[src/rtl/mmu_axi_pkg.sv]
// Shared definitions for the AXI MMU address front end: per-channel FSM
// state encoding, AXI burst type constants and default bus widths.
package mmu_axi_pkg;

  localparam int DEF_ADDR_W = 32;
  localparam int DEF_ID_W   = 4;

  localparam logic [1:0] BURST_FIXED = 2'b00;
  localparam logic [1:0] BURST_INCR  = 2'b01;
  localparam logic [1:0] BURST_WRAP  = 2'b10;

  typedef enum logic [1:0] {
    ST_IDLE  = 2'd0,
    ST_REQ   = 2'd1,
    ST_WAIT  = 2'd2,
    ST_ISSUE = 2'd3
  } xlat_state_e;

endpackage

[src/rtl/axi_addr_xlate_chan.sv]
// One address channel (AR or AW) of the MMU front end.
// Accepts an upstream beat, asks the translator for a physical address,
// waits for done (retrying on timeout), then presents the beat downstream
// with the translated address.
// Ports:
//   clk, reset_             clock, async active-low reset
//   s_*_i / s_valid_i / s_ready_o   upstream address beat + handshake
//   m_*_o / m_valid_o / m_ready_i   downstream address beat + handshake
//   v_addr_o/v_len_o/v_size_o       virtual request to translator
//   req_o                           one-cycle translation request
//   p_addr_i / done_i               translator response
//   err_o                           sticky timeout flag
module axi_addr_xlate_chan
  import mmu_axi_pkg::*;
#(
  parameter int ADDR_W  = DEF_ADDR_W,
  parameter int ID_W    = DEF_ID_W,
  parameter int TIMEOUT = 64
) (
  input  logic              clk,
  input  logic              reset_,
  input  logic [ID_W-1:0]   s_id_i,
  input  logic [ADDR_W-1:0] s_addr_i,
  input  logic [7:0]        s_len_i,
  input  logic [2:0]        s_size_i,
  input  logic [1:0]        s_burst_i,
  input  logic              s_valid_i,
  output logic              s_ready_o,
  output logic [ID_W-1:0]   m_id_o,
  output logic [ADDR_W-1:0] m_addr_o,
  output logic [7:0]        m_len_o,
  output logic [2:0]        m_size_o,
  output logic [1:0]        m_burst_o,
  output logic              m_valid_o,
  input  logic              m_ready_i,
  output logic [ADDR_W-1:0] v_addr_o,
  output logic [7:0]        v_len_o,
  output logic [2:0]        v_size_o,
  output logic              req_o,
  input  logic [ADDR_W-1:0] p_addr_i,
  input  logic              done_i,
  output logic              err_o
);

  localparam int              CNT_W    = (TIMEOUT > 2) ? $clog2(TIMEOUT) : 1;
  localparam logic [CNT_W-1:0] CNT_LAST = CNT_W'(TIMEOUT - 1);

  xlat_state_e       state_q, state_d;
  logic [CNT_W-1:0]  cnt_q, cnt_d;
  logic              err_q, err_d;
  logic              ready_q, ready_d;
  logic              cap_en, lat_en;

  logic [ID_W-1:0]   id_q;
  logic [ADDR_W-1:0] vaddr_q, paddr_q;
  logic [7:0]        len_q;
  logic [2:0]        size_q;
  logic [1:0]        burst_q;

  always_comb begin
    state_d = state_q;
    cnt_d   = cnt_q;
    err_d   = err_q;
    cap_en  = 1'b0;
    lat_en  = 1'b0;
    case (state_q)
      ST_IDLE: begin
        if (s_valid_i && ready_q) begin
          cap_en  = 1'b1;
          state_d = ST_REQ;
        end
      end
      ST_REQ: begin
        cnt_d   = '0;
        state_d = ST_WAIT;
      end
      ST_WAIT: begin
        // done has priority over an expiring counter in the same cycle
        if (done_i) begin
          lat_en  = 1'b1;
          state_d = ST_ISSUE;
        end else if (cnt_q == CNT_LAST) begin
          err_d   = 1'b1;
          state_d = ST_REQ;
        end else begin
          cnt_d = cnt_q + 1'b1;
        end
      end
      ST_ISSUE: begin
        if (m_ready_i) state_d = ST_IDLE;
      end
      default: state_d = ST_IDLE;
    endcase
    // Registered so ready stays low while reset is asserted and rises on
    // the first edge after release.
    ready_d = (state_d == ST_IDLE);
  end

  always_ff @(posedge clk or negedge reset_) begin
    if (!reset_) begin
      state_q <= ST_IDLE;
      cnt_q   <= '0;
      err_q   <= 1'b0;
      ready_q <= 1'b0;
      id_q    <= '0;
      vaddr_q <= '0;
      len_q   <= '0;
      size_q  <= '0;
      burst_q <= '0;
      paddr_q <= '0;
    end else begin
      state_q <= state_d;
      cnt_q   <= cnt_d;
      err_q   <= err_d;
      ready_q <= ready_d;
      if (cap_en) begin
        id_q    <= s_id_i;
        vaddr_q <= s_addr_i;
        len_q   <= s_len_i;
        size_q  <= s_size_i;
        burst_q <= s_burst_i;
      end
      if (lat_en) paddr_q <= p_addr_i;
    end
  end

  assign s_ready_o = ready_q;
  assign m_valid_o = (state_q == ST_ISSUE);
  assign req_o     = (state_q == ST_REQ);
  assign err_o     = err_q;
  assign m_id_o    = id_q;
  assign m_addr_o  = paddr_q;
  assign m_len_o   = len_q;
  assign m_size_o  = size_q;
  assign m_burst_o = burst_q;
  assign v_addr_o  = vaddr_q;
  assign v_len_o   = len_q;
  assign v_size_o  = size_q;

endmodule

[src/rtl/axi_addr_xlate_stage.sv]
// Address-channel front end of the AXI MMU. Read (AR) and write (AW)
// channels each run an independent translate-and-reissue FSM; only the
// address is replaced, id/len/size/burst pass through.
// Ports:
//   clk, reset_                      clock, async active-low reset
//   s_axi_ar* / s_axi_aw*            upstream address channels
//   m_axi_ar* / m_axi_aw*            downstream (physical) address channels
//   v_raddr,r_len,r_size / v_waddr,w_len,w_size   virtual request to translator
//   xlat_rreq / xlat_wreq            one-cycle translation request
//   p_raddr,t_rdone / p_waddr,t_wdone translator responses
//   xlat_rerr / xlat_werr            sticky timeout flags
module axi_addr_xlate_stage
  import mmu_axi_pkg::*;
#(
  parameter int ADDR_W  = DEF_ADDR_W,
  parameter int ID_W    = DEF_ID_W,
  parameter int TIMEOUT = 64
) (
  input  logic              clk,
  input  logic              reset_,
  input  logic [ID_W-1:0]   s_axi_arid,
  input  logic [ADDR_W-1:0] s_axi_araddr,
  input  logic [7:0]        s_axi_arlen,
  input  logic [2:0]        s_axi_arsize,
  input  logic [1:0]        s_axi_arburst,
  input  logic              s_axi_arvalid,
  output logic              s_axi_arready,
  input  logic [ID_W-1:0]   s_axi_awid,
  input  logic [ADDR_W-1:0] s_axi_awaddr,
  input  logic [7:0]        s_axi_awlen,
  input  logic [2:0]        s_axi_awsize,
  input  logic [1:0]        s_axi_awburst,
  input  logic              s_axi_awvalid,
  output logic              s_axi_awready,
  output logic [ID_W-1:0]   m_axi_arid,
  output logic [ADDR_W-1:0] m_axi_araddr,
  output logic [7:0]        m_axi_arlen,
  output logic [2:0]        m_axi_arsize,
  output logic [1:0]        m_axi_arburst,
  output logic              m_axi_arvalid,
  input  logic              m_axi_arready,
  output logic [ID_W-1:0]   m_axi_awid,
  output logic [ADDR_W-1:0] m_axi_awaddr,
  output logic [7:0]        m_axi_awlen,
  output logic [2:0]        m_axi_awsize,
  output logic [1:0]        m_axi_awburst,
  output logic              m_axi_awvalid,
  input  logic              m_axi_awready,
  output logic [ADDR_W-1:0] v_raddr,
  output logic [7:0]        r_len,
  output logic [2:0]        r_size,
  output logic [ADDR_W-1:0] v_waddr,
  output logic [7:0]        w_len,
  output logic [2:0]        w_size,
  output logic              xlat_rreq,
  output logic              xlat_wreq,
  input  logic [ADDR_W-1:0] p_raddr,
  input  logic [ADDR_W-1:0] p_waddr,
  input  logic              t_rdone,
  input  logic              t_wdone,
  output logic              xlat_rerr,
  output logic              xlat_werr
);

  axi_addr_xlate_chan #(.ADDR_W(ADDR_W), .ID_W(ID_W), .TIMEOUT(TIMEOUT)) u_ar (
    .clk       (clk),
    .reset_    (reset_),
    .s_id_i    (s_axi_arid),
    .s_addr_i  (s_axi_araddr),
    .s_len_i   (s_axi_arlen),
    .s_size_i  (s_axi_arsize),
    .s_burst_i (s_axi_arburst),
    .s_valid_i (s_axi_arvalid),
    .s_ready_o (s_axi_arready),
    .m_id_o    (m_axi_arid),
    .m_addr_o  (m_axi_araddr),
    .m_len_o   (m_axi_arlen),
    .m_size_o  (m_axi_arsize),
    .m_burst_o (m_axi_arburst),
    .m_valid_o (m_axi_arvalid),
    .m_ready_i (m_axi_arready),
    .v_addr_o  (v_raddr),
    .v_len_o   (r_len),
    .v_size_o  (r_size),
    .req_o     (xlat_rreq),
    .p_addr_i  (p_raddr),
    .done_i    (t_rdone),
    .err_o     (xlat_rerr)
  );

  axi_addr_xlate_chan #(.ADDR_W(ADDR_W), .ID_W(ID_W), .TIMEOUT(TIMEOUT)) u_aw (
    .clk       (clk),
    .reset_    (reset_),
    .s_id_i    (s_axi_awid),
    .s_addr_i  (s_axi_awaddr),
    .s_len_i   (s_axi_awlen),
    .s_size_i  (s_axi_awsize),
    .s_burst_i (s_axi_awburst),
    .s_valid_i (s_axi_awvalid),
    .s_ready_o (s_axi_awready),
    .m_id_o    (m_axi_awid),
    .m_addr_o  (m_axi_awaddr),
    .m_len_o   (m_axi_awlen),
    .m_size_o  (m_axi_awsize),
    .m_burst_o (m_axi_awburst),
    .m_valid_o (m_axi_awvalid),
    .m_ready_i (m_axi_awready),
    .v_addr_o  (v_waddr),
    .v_len_o   (w_len),
    .v_size_o  (w_size),
    .req_o     (xlat_wreq),
    .p_addr_i  (p_waddr),
    .done_i    (t_wdone),
    .err_o     (xlat_werr)
  );

endmodule

[config.mk]
export PLATFORM = sky130hd
export DESIGN_NAME = axi_addr_xlate_stage
export DESIGN_NICKNAME = d
export VERILOG_FILES = /design/src/rtl/mmu_axi_pkg.sv /design/src/rtl/axi_addr_xlate_chan.sv /design/src/rtl/axi_addr_xlate_stage.sv
export SDC_FILE = /design/constraint.sdc
export NUM_CORES = 1
export LEC_CHECK = 0
export CORE_MARGIN = 8
export CORE_UTILIZATION = 42
export CTS_BUF_LIST = sky130_fd_sc_hd__clkbuf_2
export DETAILED_ROUTE_END_ITERATION = 6
export PLACE_DENSITY_LB_ADDON = 0.2
export SKIP_CTS_REPAIR_TIMING = 1
export SLEW_MARGIN = 5
export SYNTH_ARGS = -nofsm -noshare
export SYNTH_HDL_FRONTEND = slang
export SYNTH_HIERARCHICAL = 1
export SYNTH_SLANG_ARGS = --single-unit
[constraint.sdc]
create_clock -name clk -period 2.5 [get_ports clk]
set_clock_uncertainty 0.1 [all_clocks]
set_input_delay 0.5 -clock clk [delete_from_list [all_inputs] [get_ports clk]]
set_output_delay 0.5 -clock clk [all_outputs]
set_load 0.02 [all_outputs]
==> results.json <==
{
  "status": "finished, final reports clean",
  "cp-end-kind": "output port",
  "seq_area_frac_synth_pct": 61.5,
  "max_freq_ghz": 0.422,
  "root_buffer": "clkbuf_2",
  "period_needed_ns": 2.37,
  "synthXorXnorAreaFrac_pct": 0,
  "port_buffers": 361,
  "hold_violations": 0,
  "routed_wl_um": 22400,
  "synthAdderAreaFrac_pct": 2.03,
  "finalSetupViolations": 0,
  "cts_sinks": 182,
  "path_cells": "clkdlybuf4s50_1",
  "synth.distinct_cells": 32,
  "pwr-share-seq_pct": 34.5,
  "nets": 1037,
  "yosysMostFrequentCell": "dfrtp_1",
  "synthTopCellsByCount": "dfrtp_1 (182), mux2_2 (162), buf_4 (22)",
  "numPlacedInstances": 1059,
  "cts_tree": "done",
  "final_cells": 1094,
  "antenna_found_initial": 1,
  "grt_pass1_wl_um": 33100,
  "cp_num_buf_inv": 1,
  "vias": 5385,
  "drtIter0Drc": 185,
  "r2r-start": "u_aw/state_q[0]",
  "synth_edf_count": 0,
  "cp_max_fo": 3,
  "first_pass_iters": 4,
  "vias_per_cell": 4.92,
  "relSlewSlack_pct": 62.3,
  "synth_top_family_by_area": "multiplexers",
  "regToRegSetupSlack_ns": 0.34,
  "crit_type": "reg2out",
  "drv_slew": 0,
  "drive_above_1_share_pct": 25.1,
  "cellLeakagePower_uw": 0.00599,
  "worst_ep_arrival_time_ns": 1.77,
  "yosysTopAreaCell": "dfrtp_1",
  "cp_slowest_cell": "clkdlybuf4s50_1",
  "worstPathRequired_ns": 1.90,
  "grt_overflow_total": 0,
  "ys_ff_latch": 182,
  "num_rows": 48,
  "clk_path_buf_depth": 2,
  "synthCells": 506,
  "dp_hpwl_um": 17400,
  "synthesis.area_sq_mm": 0.00740,
  "synth_fp_nets": 688,
  "synth.top_cell.area_share_pct": 61.5,
  "synthArstFlopShare_pct": 100,
  "switchingPower_uw": 5770,
  "r2r-end": "u_aw/s_ready_o",
  "cp_top_family": "buffers and inverters",
  "max_cap_viol_count": 0,
  "tightest_slew_ns": 0.551,
  "cts_max_level": 4,
  "synth_compound_gate_area_share_pct": 3.96,
  "slowest_delay_ns": 0.63,
  "coreArea_sq_mm": 0.0172,
  "startpoint_type": "flop",
  "ant_nets": 0,
  "die_h_um": 149,
  "dieArea_sq_mm": 0.0221,
  "reg2reg_depth": 7,
  "initial_core_util_pct": 42.9,
  "synth_warnings": 6,
  "hold_class": "in2async",
  "pwr-share-clk_pct": 10.4,
  "synth-simple-area-share_pct": 3.62,
  "sw_frac_of_total_pct": 39.1,
  "grt_pass1_vias": 5802,
  "fp.dieW_um": 149,
  "syn2layout_area_growth_pct": 58.7,
  "power_density_mw_per_mm2": 1260,
  "synth.area.mux_share_pct": 24.6,
  "synth_top_flop_cell": "dfrtp_1",
  "grt_max_degree": 54,
  "synth.area.top_cells": "dfrtp_1 (62%), mux2_2 (25%), buf_4 (2.2%), ha_1 (2.0%), inv_1 (0.81%)",
  "clk_latency_ns": 0.72,
  "ioPinCount": 362,
  "comb_power_share_pct": 55.2,
  "clk_pin_slew_ns": 0.27,
  "route.detailed.drc": 0,
  "ir_drop_mv": 0.758,
  "grt_usage_pct": 19.3,
  "gp_congestion": 0.824,
  "wire_per_inst_um": 20.4,
  "internal_power_uw": 8990,
  "finalCritPeriodShare_pct": 94.7,
  "fin_worst_hold_slack_ns": 0.0983,
  "numCtsBuffers": 17,
  "synth.avg_cell_area_sq_um": 14.6
}
==> through the flow <==
| step | area, sq um | util, % | TNS, ns | setup WS (ns) | total power (uW) |
|---|---|---|---|---|---|
| 2_1_floorplan | 7400 | - | 0 | 0.707 | 9480 |
| 3_3_place_gp | 11200 | 65.0 | 0 | 0.347 | 13300 |
| 5_1_grt | 11700 | 68.1 | -0.0214 | -0.0182 | 15600 |
| 4_1_cts | 11500 | 66.4 | -1.48 | -0.361 | 15200 |
| 6_report | 11700 | 68.1 | 0 | 0.132 | 14800 |
| 3_5_place_dp | 11200 | 65.0 | 0 | 0.294 | 13600 |
==> worst max path at each step <==
| stage | slack (ns) | to | cells past startpoint | startpoint |
|---|---|---|---|---|
| global placement | 0.35 | u_aw/cnt_q[5] | 4 | t_wdone |
| finish | 0.13 | m_axi_arlen[7] | 1 | u_ar/m_len_o[7] |
| floorplan | 0.71 | u_ar/m_addr_o[10] | 6 | u_ar/state_q[0] |
| detailed placement | 0.29 | u_aw/cnt_q[5] | 4 | t_wdone |
| global route | -0.02 | m_axi_arlen[7] | 1 | u_ar/m_len_o[7] |
| CTS | -0.36 | xlat_rreq | 3 | u_ar/state_q[1] |
==> power groups by stage <==
| stage | Clock (uW) | Combinational, uW | Sequential (uW) |
|---|---|---|---|
| floorplan | 0 | 2670 | 6810 |
| global placement | 0 | 8240 | 5100 |
| detailed placement | 0 | 8410 | 5210 |
| CTS | 1600 | 8430 | 5130 |
| global route | 1720 | 8580 | 5280 |
| finish | 1530 | 8140 | 5090 |
==> logic make-up (layout without fill, tap and decap cells) <==
kind of cell	count (synthesis)	in the layout
adder cells (fa/ha/maj)	12	12
multiplexers	162	162
buffers and inverters	58	420
AO/OA/AOI/OAI	42	42
flip-flops	182	182
other	0	1
AND/OR/NAND/NOR	50	50
==> layout make-up <==
type	instances	area, sq um
diodes	1	2.50
clock buffers	17	85.1
flip-flops and latches	182	4550
clock inverters	15	168
multi-input cells	266	2540
repair buffers	372	4050
fillers	1219	5490
inverters	16	60.1
well taps	225	282
==> cells in the final DEF, fill, tap and decap left out, types with 4 or more instances in the layout <==
cell type,n
nand2_1,12
inv_1,16
o21ai_0,10
mux2_2,162
ha_1,12
dfrtp_1,182
buf_12,6
nand3_1,6
nor2_1,8
buf_4,4
inv_6,5
a31o_2,4
or3_1,4
clkbuf_2,19
nand3_2,4
o211ai_1,4
dlymetal6s2s_1,114
a21boi_0,4
a21oi_1,8
clkdlybuf4s50_1,244
==> per-layer routing <==
metal / vias up / global-route usage, % / part of all wire, %
li1: 2465 / - / -
met5: - / 0 / 0
met4: 0 / 7.02 / 2.0
met3: 25 / 8.01 / 9.6
met2: 248 / 33.6 / 51
met1: 2647 / 20.7 / 37
==> flip-flops by register name, indices dropped and copies added, names as in the netlist <==
signal and cells:
u_ar/m_addr_o 32, u_ar/m_size_o 3, u_aw/err_o 1, u_ar/m_burst_o 2, u_aw/state_q 2, u_aw/v_addr_o 32
u_ar/err_o 1, u_aw/cnt_q 6, u_ar/state_q 2, u_aw/m_id_o 4, u_aw/m_size_o 3, u_ar/s_ready_o 1
u_aw/m_addr_o 32, u_aw/s_ready_o 1, u_ar/m_id_o 4, u_aw/m_len_o 8, u_ar/v_addr_o 32, u_aw/m_burst_o 2
u_ar/m_len_o 8, u_ar/cnt_q 6
Power figures use the tool's default switching activity.
